$ cat src/rtl/ifu_fetch.sv
`default_nettype none
// ============================================================================
// Module   : ifu_fetch
// Brief    : Instruction fetch unit. Takes a PC from writeback, reads one word
//            from instruction memory and hands the word with its PC to decode.
// Revision : 1.0  initial release
// ============================================================================
module ifu_fetch #(
    parameter logic [31:0] RESET_PC   = 32'h8000_0000,
    parameter logic        BOOT_FETCH = 1'b1
) (
    input  logic        clk,
    input  logic        rst,
    input  logic        pc_valid,
    input  logic [31:0] pc_in,
    output logic        pc_ready,
    output logic        mem_req_valid,
    output logic [31:0] mem_req_addr,
    input  logic        mem_req_ready,
    input  logic        mem_resp_valid,
    input  logic [31:0] mem_resp_rdata,
    input  logic        mem_resp_err,
    output logic        inst_valid,
    output logic [31:0] inst,
    output logic [31:0] inst_pc,
    output logic        inst_fault,
    input  logic        inst_ready
);

    localparam logic [2:0] S_BOOT = 3'd0;
    localparam logic [2:0] S_IDLE = 3'd1;
    localparam logic [2:0] S_REQ  = 3'd2;
    localparam logic [2:0] S_WAIT = 3'd3;
    localparam logic [2:0] S_OUT  = 3'd4;
    localparam logic [2:0] S_RST  = BOOT_FETCH ? S_BOOT : S_IDLE;

    logic [2:0]  state_q, state_d;
    logic [31:0] pc_q, pc_d;
    logic [31:0] inst_q, inst_d;
    logic [31:0] inst_pc_q, inst_pc_d;
    logic        inst_fault_q, inst_fault_d;

    logic        pc_misaligned;
    assign pc_misaligned = (pc_in[1:0] != 2'b00);

    // State and datapath registers
    always_ff @(posedge clk or negedge rst) begin
        if (!rst) begin
            state_q      <= S_RST;
            pc_q         <= RESET_PC;
            inst_q       <= 32'h0;
            inst_pc_q    <= 32'h0;
            inst_fault_q <= 1'b0;
        end else begin
            state_q      <= state_d;
            pc_q         <= pc_d;
            inst_q       <= inst_d;
            inst_pc_q    <= inst_pc_d;
            inst_fault_q <= inst_fault_d;
        end
    end

    // Next-state logic
    always_comb begin
        state_d = state_q;
        case (state_q)
            S_BOOT: state_d = S_REQ;
            S_IDLE: begin
                if (pc_valid) begin
                    state_d = pc_misaligned ? S_OUT : S_REQ;
                end
            end
            S_REQ:  if (mem_req_ready)  state_d = S_WAIT;
            S_WAIT: if (mem_resp_valid) state_d = S_OUT;
            S_OUT:  if (inst_ready)     state_d = S_IDLE;
            default: state_d = S_RST;
        endcase
    end

    // Datapath capture: misaligned PCs short-circuit straight to a fault result
    always_comb begin
        pc_d         = pc_q;
        inst_d       = inst_q;
        inst_pc_d    = inst_pc_q;
        inst_fault_d = inst_fault_q;
        case (state_q)
            S_BOOT: pc_d = RESET_PC;
            S_IDLE: begin
                if (pc_valid) begin
                    pc_d = pc_in;
                    if (pc_misaligned) begin
                        inst_d       = 32'h0;
                        inst_pc_d    = pc_in;
                        inst_fault_d = 1'b1;
                    end
                end
            end
            S_WAIT: begin
                if (mem_resp_valid) begin
                    inst_d       = mem_resp_err ? 32'h0 : mem_resp_rdata;
                    inst_pc_d    = pc_q;
                    inst_fault_d = mem_resp_err;
                end
            end
            default: ;
        endcase
    end

    // Outputs decoded from state or taken from registers only
    always_comb begin
        pc_ready      = (state_q == S_IDLE);
        mem_req_valid = (state_q == S_REQ);
        mem_req_addr  = (state_q == S_REQ) ? pc_q : 32'h0;
        inst_valid    = (state_q == S_OUT);
        inst          = inst_q;
        inst_pc       = inst_pc_q;
        inst_fault    = inst_fault_q;
    end

endmodule
`default_nettype wire
$ cat config.mk
export PLATFORM = sky130hd
export DESIGN_NAME = ifu_fetch
export DESIGN_NICKNAME = d
export VERILOG_FILES = /design/src/rtl/ifu_fetch.sv
export SDC_FILE = /design/constraint.sdc
export NUM_CORES = 1
export LEC_CHECK = 0
export ABC_AREA = 1
export BUFFER_PORTS_ARGS = -buffer_cell sky130_fd_sc_hd__buf_2
export CORE_MARGIN = 2
export CORE_UTILIZATION = 35
export DETAILED_ROUTE_END_ITERATION = 12
export GPL_ROUTABILITY_DRIVEN = 0
export SLEW_MARGIN = 20
export SYNTH_ARGS = -nofsm -noshare
export SYNTH_HDL_FRONTEND = slang
export SYNTH_SLANG_ARGS = --single-unit
$ cat constraint.sdc
create_clock -name clk -period 2.3 [get_ports clk]
set_clock_uncertainty 0.2 [all_clocks]
set_input_delay 0.46 -clock clk [delete_from_list [all_inputs] [get_ports clk]]
set_output_delay 0.46 -clock clk [all_outputs]
set_load 0.02 [all_outputs]
==> summary.txt <==
Floorplan
  – Initial Util: 36.0%
  – DIE AREA: 14,600 um2
  – I/O pins: 171
  – Die height: 121 um
  – Total core area: 13,300 um2
  – Row count: 42
  – Die Wd: 121 um

Placed design
  – Post-place setup slack: 0.182 ns
  – Placed cells: 959
  – I/O Buffers: 170
  – DP Area: 5890 um2
  – DP Wirelength: 9500 um

Yosys
  – Post-synth top flop: dfrtp_1
  – Post-Synthesis Cells: 643
  – Ys Warns: 0
  – Area contributors post-synth: dfrtp_1, nand2_1, nand3_1, o21ai_0, nor2_1
  – Largest family of logic cells by synthesized area: simple AND/OR/NAND/NOR gates
  – Post-synthesis mux area share: 0%
  – Most common library cells after synthesis: nand2_1, nand3_1, dfrtp_1
  – Register area share after synthesis: 52.3%
  – XOR/XNOR Fraction of Synth Area: 0%
  – Simple-Gate Fraction of Synth Area: 33.2%
  – Post-synthesis cell area: 4790 um2
  – Post-synth cell types: 17
  – Most frequent cell after synthesis: nand2_1
  – Post-Syn Nets: 714
  – Cell taking the most area after synthesis: dfrtp_1
  – Share of flip-flops with an asynchronous set or reset: 100%
  – Synth top area share: 51.8%
  – Yosys reg bits: 100
  – Synth Area in Compound Gates: 6.98%
  – Post-synth EDFFs: 0
  – Adder-cell share of the synthesized area: 0%
  – Avg Cell Area, Syn: 7.44 um2

Outcome
  – Outcome: completed

Power
  – Pwr dens: 1330 nW/um2
  – Maximum vdd drop: 0.527 mV
  – Leakage: 3.47 nW

Global routing
  – Initial antenna violation count: 0
  – Vias in the first global route: 4,674
  – GRT Util Overall: 19.7%
  – Congestion Overflow GR: 0
  – First-pass GRT wire length: 23,000 um
  – Largest net degree at the start of global routing: 66

Setup path
  – CP Cell Sequence: nor2_4 > nand2_2 > buf_4 > nor2_1 > buf_2
  – Crit start category: register
  – CP peak stage delay: 0.46 ns
  – Critical path capture point type: output port
  – Cell family with most CP delay: flip-flops
  – CP startpoint: state_q[2]
  – Crit Path Max Fanout: 7
  – Worst reg2reg path startpoint: state_q[1]
  – Critical path class: register to output port
  – Bufs and invs on worst path: 2
  – CP max-delay cell: dfrtp_2
  – Critical path required time: 1.64 ns
  – CP arrival: 1.55 ns

Clocking
  – Clk root buf: clkbuf_16
  – Reg clk slew, reported paths: 0.07 ns
  – CTS tree: yes
  – H-tree levels: 3
  – Clock Tree Buf Depth: 2
  – Total clock sinks: 100
  – CTS buffer count: 9
  – Clk Latency, worst-skew pair: 0.34 ns

STA
  – Setup violators final: 0
  – Unrepaired setup endpoints after global routing: no
  – Worst Max-Slew Pin Slew: 0.472 ns
  – Final hold vios: 0
  – Max Freq: 0.452 GHz
  – Final TNS setup: 0 ns
  – Tcrit/Tclk final: 96.2%
  – Relative slew slack: 68.5%
  – Final worst slack: 0.0885 ns
  – Min Hold Slack: 0.166 ns
  – Fin crit period: 2.21 ns
  – Final slew viol count: 0

Flow run
  – Max_cap viols: 0

Final layout
  – Area grow syn2layout: 29.4%
  – FF/Latch Area: 2510 um2
  – Design Area, Final: 6200 um2
  – Nets@finish: 868
  – Layout filler cell count: 1,326
  – Multi-input logic area: 1960 um2
  – Layout cells sized above 1: 26.4%
  – Final non-filler cell total: 979

Detailed routing
  – Highest routed layer: met4
  – Via count: 4,777
  – Final wirelength: 14,000 um
  – DRT met1 WL: 6370 um
  – Wire length on met3: 1150 um
  – DR vias/cell: 4.88
  – Antenna Nets Post-Route: 0
  – Residual DRC: 0
  – Initial DRC Count: 358
  – Routed met2 length: 6310 um
  – Post-DR wirelength/cell: 14.3 um
  – Drt first pass iters: 5

Hold path
  – Worst Min Path Start: pc_in[5]
  – Worst Hold Class: input pin to register
layout make-up:
class	count	area share, %
sequential	100	40.4
multi-input combinational	454	31.6
timing repair buffer	190	17.5
clock buffer	14	4.10
tap	176	3.55
inverter	42	2.54
clock inverter	2	0.202
antenna	1	0.0404
cell families after synthesis:
family | count (synthesis)
buf+inv | 89
simple gates | 388
flops | 100
compound gates | 66
tightest hold or removal path: stages:
cell and delay (ns):
buf_2 0.09, nand3_1 0.06, o21ai_0 0.06
cells in the final DEF, fill, tap and decap left out:
cell / instances
a21oi_4: 1
clkinvlp_4: 1
nand2_1: 211
nand3_4: 1
dfrtp_2: 2
o21ai_0: 64
nand3_1: 99
buf_12: 6
nor2_2: 1
dfrtp_1: 97
buf_2: 169
a21oi_1: 1
clkbuf_16: 9
diode_2: 1
nor2_4: 1
inv_1: 41
nand2_2: 1
clkbuf_8: 1
inv_2: 1
clkbuf_1: 4
dfstp_2: 1
dlygate4sd3_1: 1
nor2_1: 72
nand3_2: 1
and2_2: 1
buf_4: 13
clkinv_2: 1
buf_6: 1
power by group:
group / leakage [nW] / switching [W] / internal (W)
combinational: 2.03 / 0.00278 / 0.00124
sequential: 1.32 / 0.000331 / 0.00248
clock: 0.127 / 0.000635 / 0.000765
total: 3.47 / 0.00375 / 0.00449
sequential cells by signal, indices dropped and copies added, names as in the netlist:
name	flops
state_q	3
inst_pc	32
inst	32
pc_q	32
inst_fault	1
metrics by stage:
step           util [%]  total power (W)
2_1_floorplan         -          0.00537
3_3_place_gp       44.3          0.00675
3_5_place_dp       44.3          0.00684
4_1_cts            46.5          0.00832
5_1_grt            46.6          0.00894
6_report           46.6          0.00824
routing by layer:
metal | track usage (%) | vias up
met4 | 5.74 | 0
li1 | - | 2331
met1 | 26.5 | 2251
met2 | 31.4 | 182
met5 | 0 | -
met3 | 5.17 | 13
timing repair:
item | in CTS | in global routing
pin swaps | 1 | 0
hold buffers | 1 | 0
endpoints found under the hold margin | 33 | 0
buffers inserted | 2 | 0
gates resized for setup | 2 | 4
endpoints found under the setup margin | 27 | 27
path summary, 6_finish.rpt:
kind / depth (start not counted) / slack [ns] / endpoint
setup / recovery: 5 / 0.09 / mem_req_addr[31]
hold / removal: 3 / 0.17 / pc_q[5]
setup reg to reg: 8 / 0.44 / inst[31]
hold reg to reg: 2 / 0.27 / inst[18]
max in group asynchronous: 3 / 0.71 / state_q[0]
min in group asynchronous: 2 / 0.41 / inst[16]
Note: power is estimated with default switching activity, not from simulation.
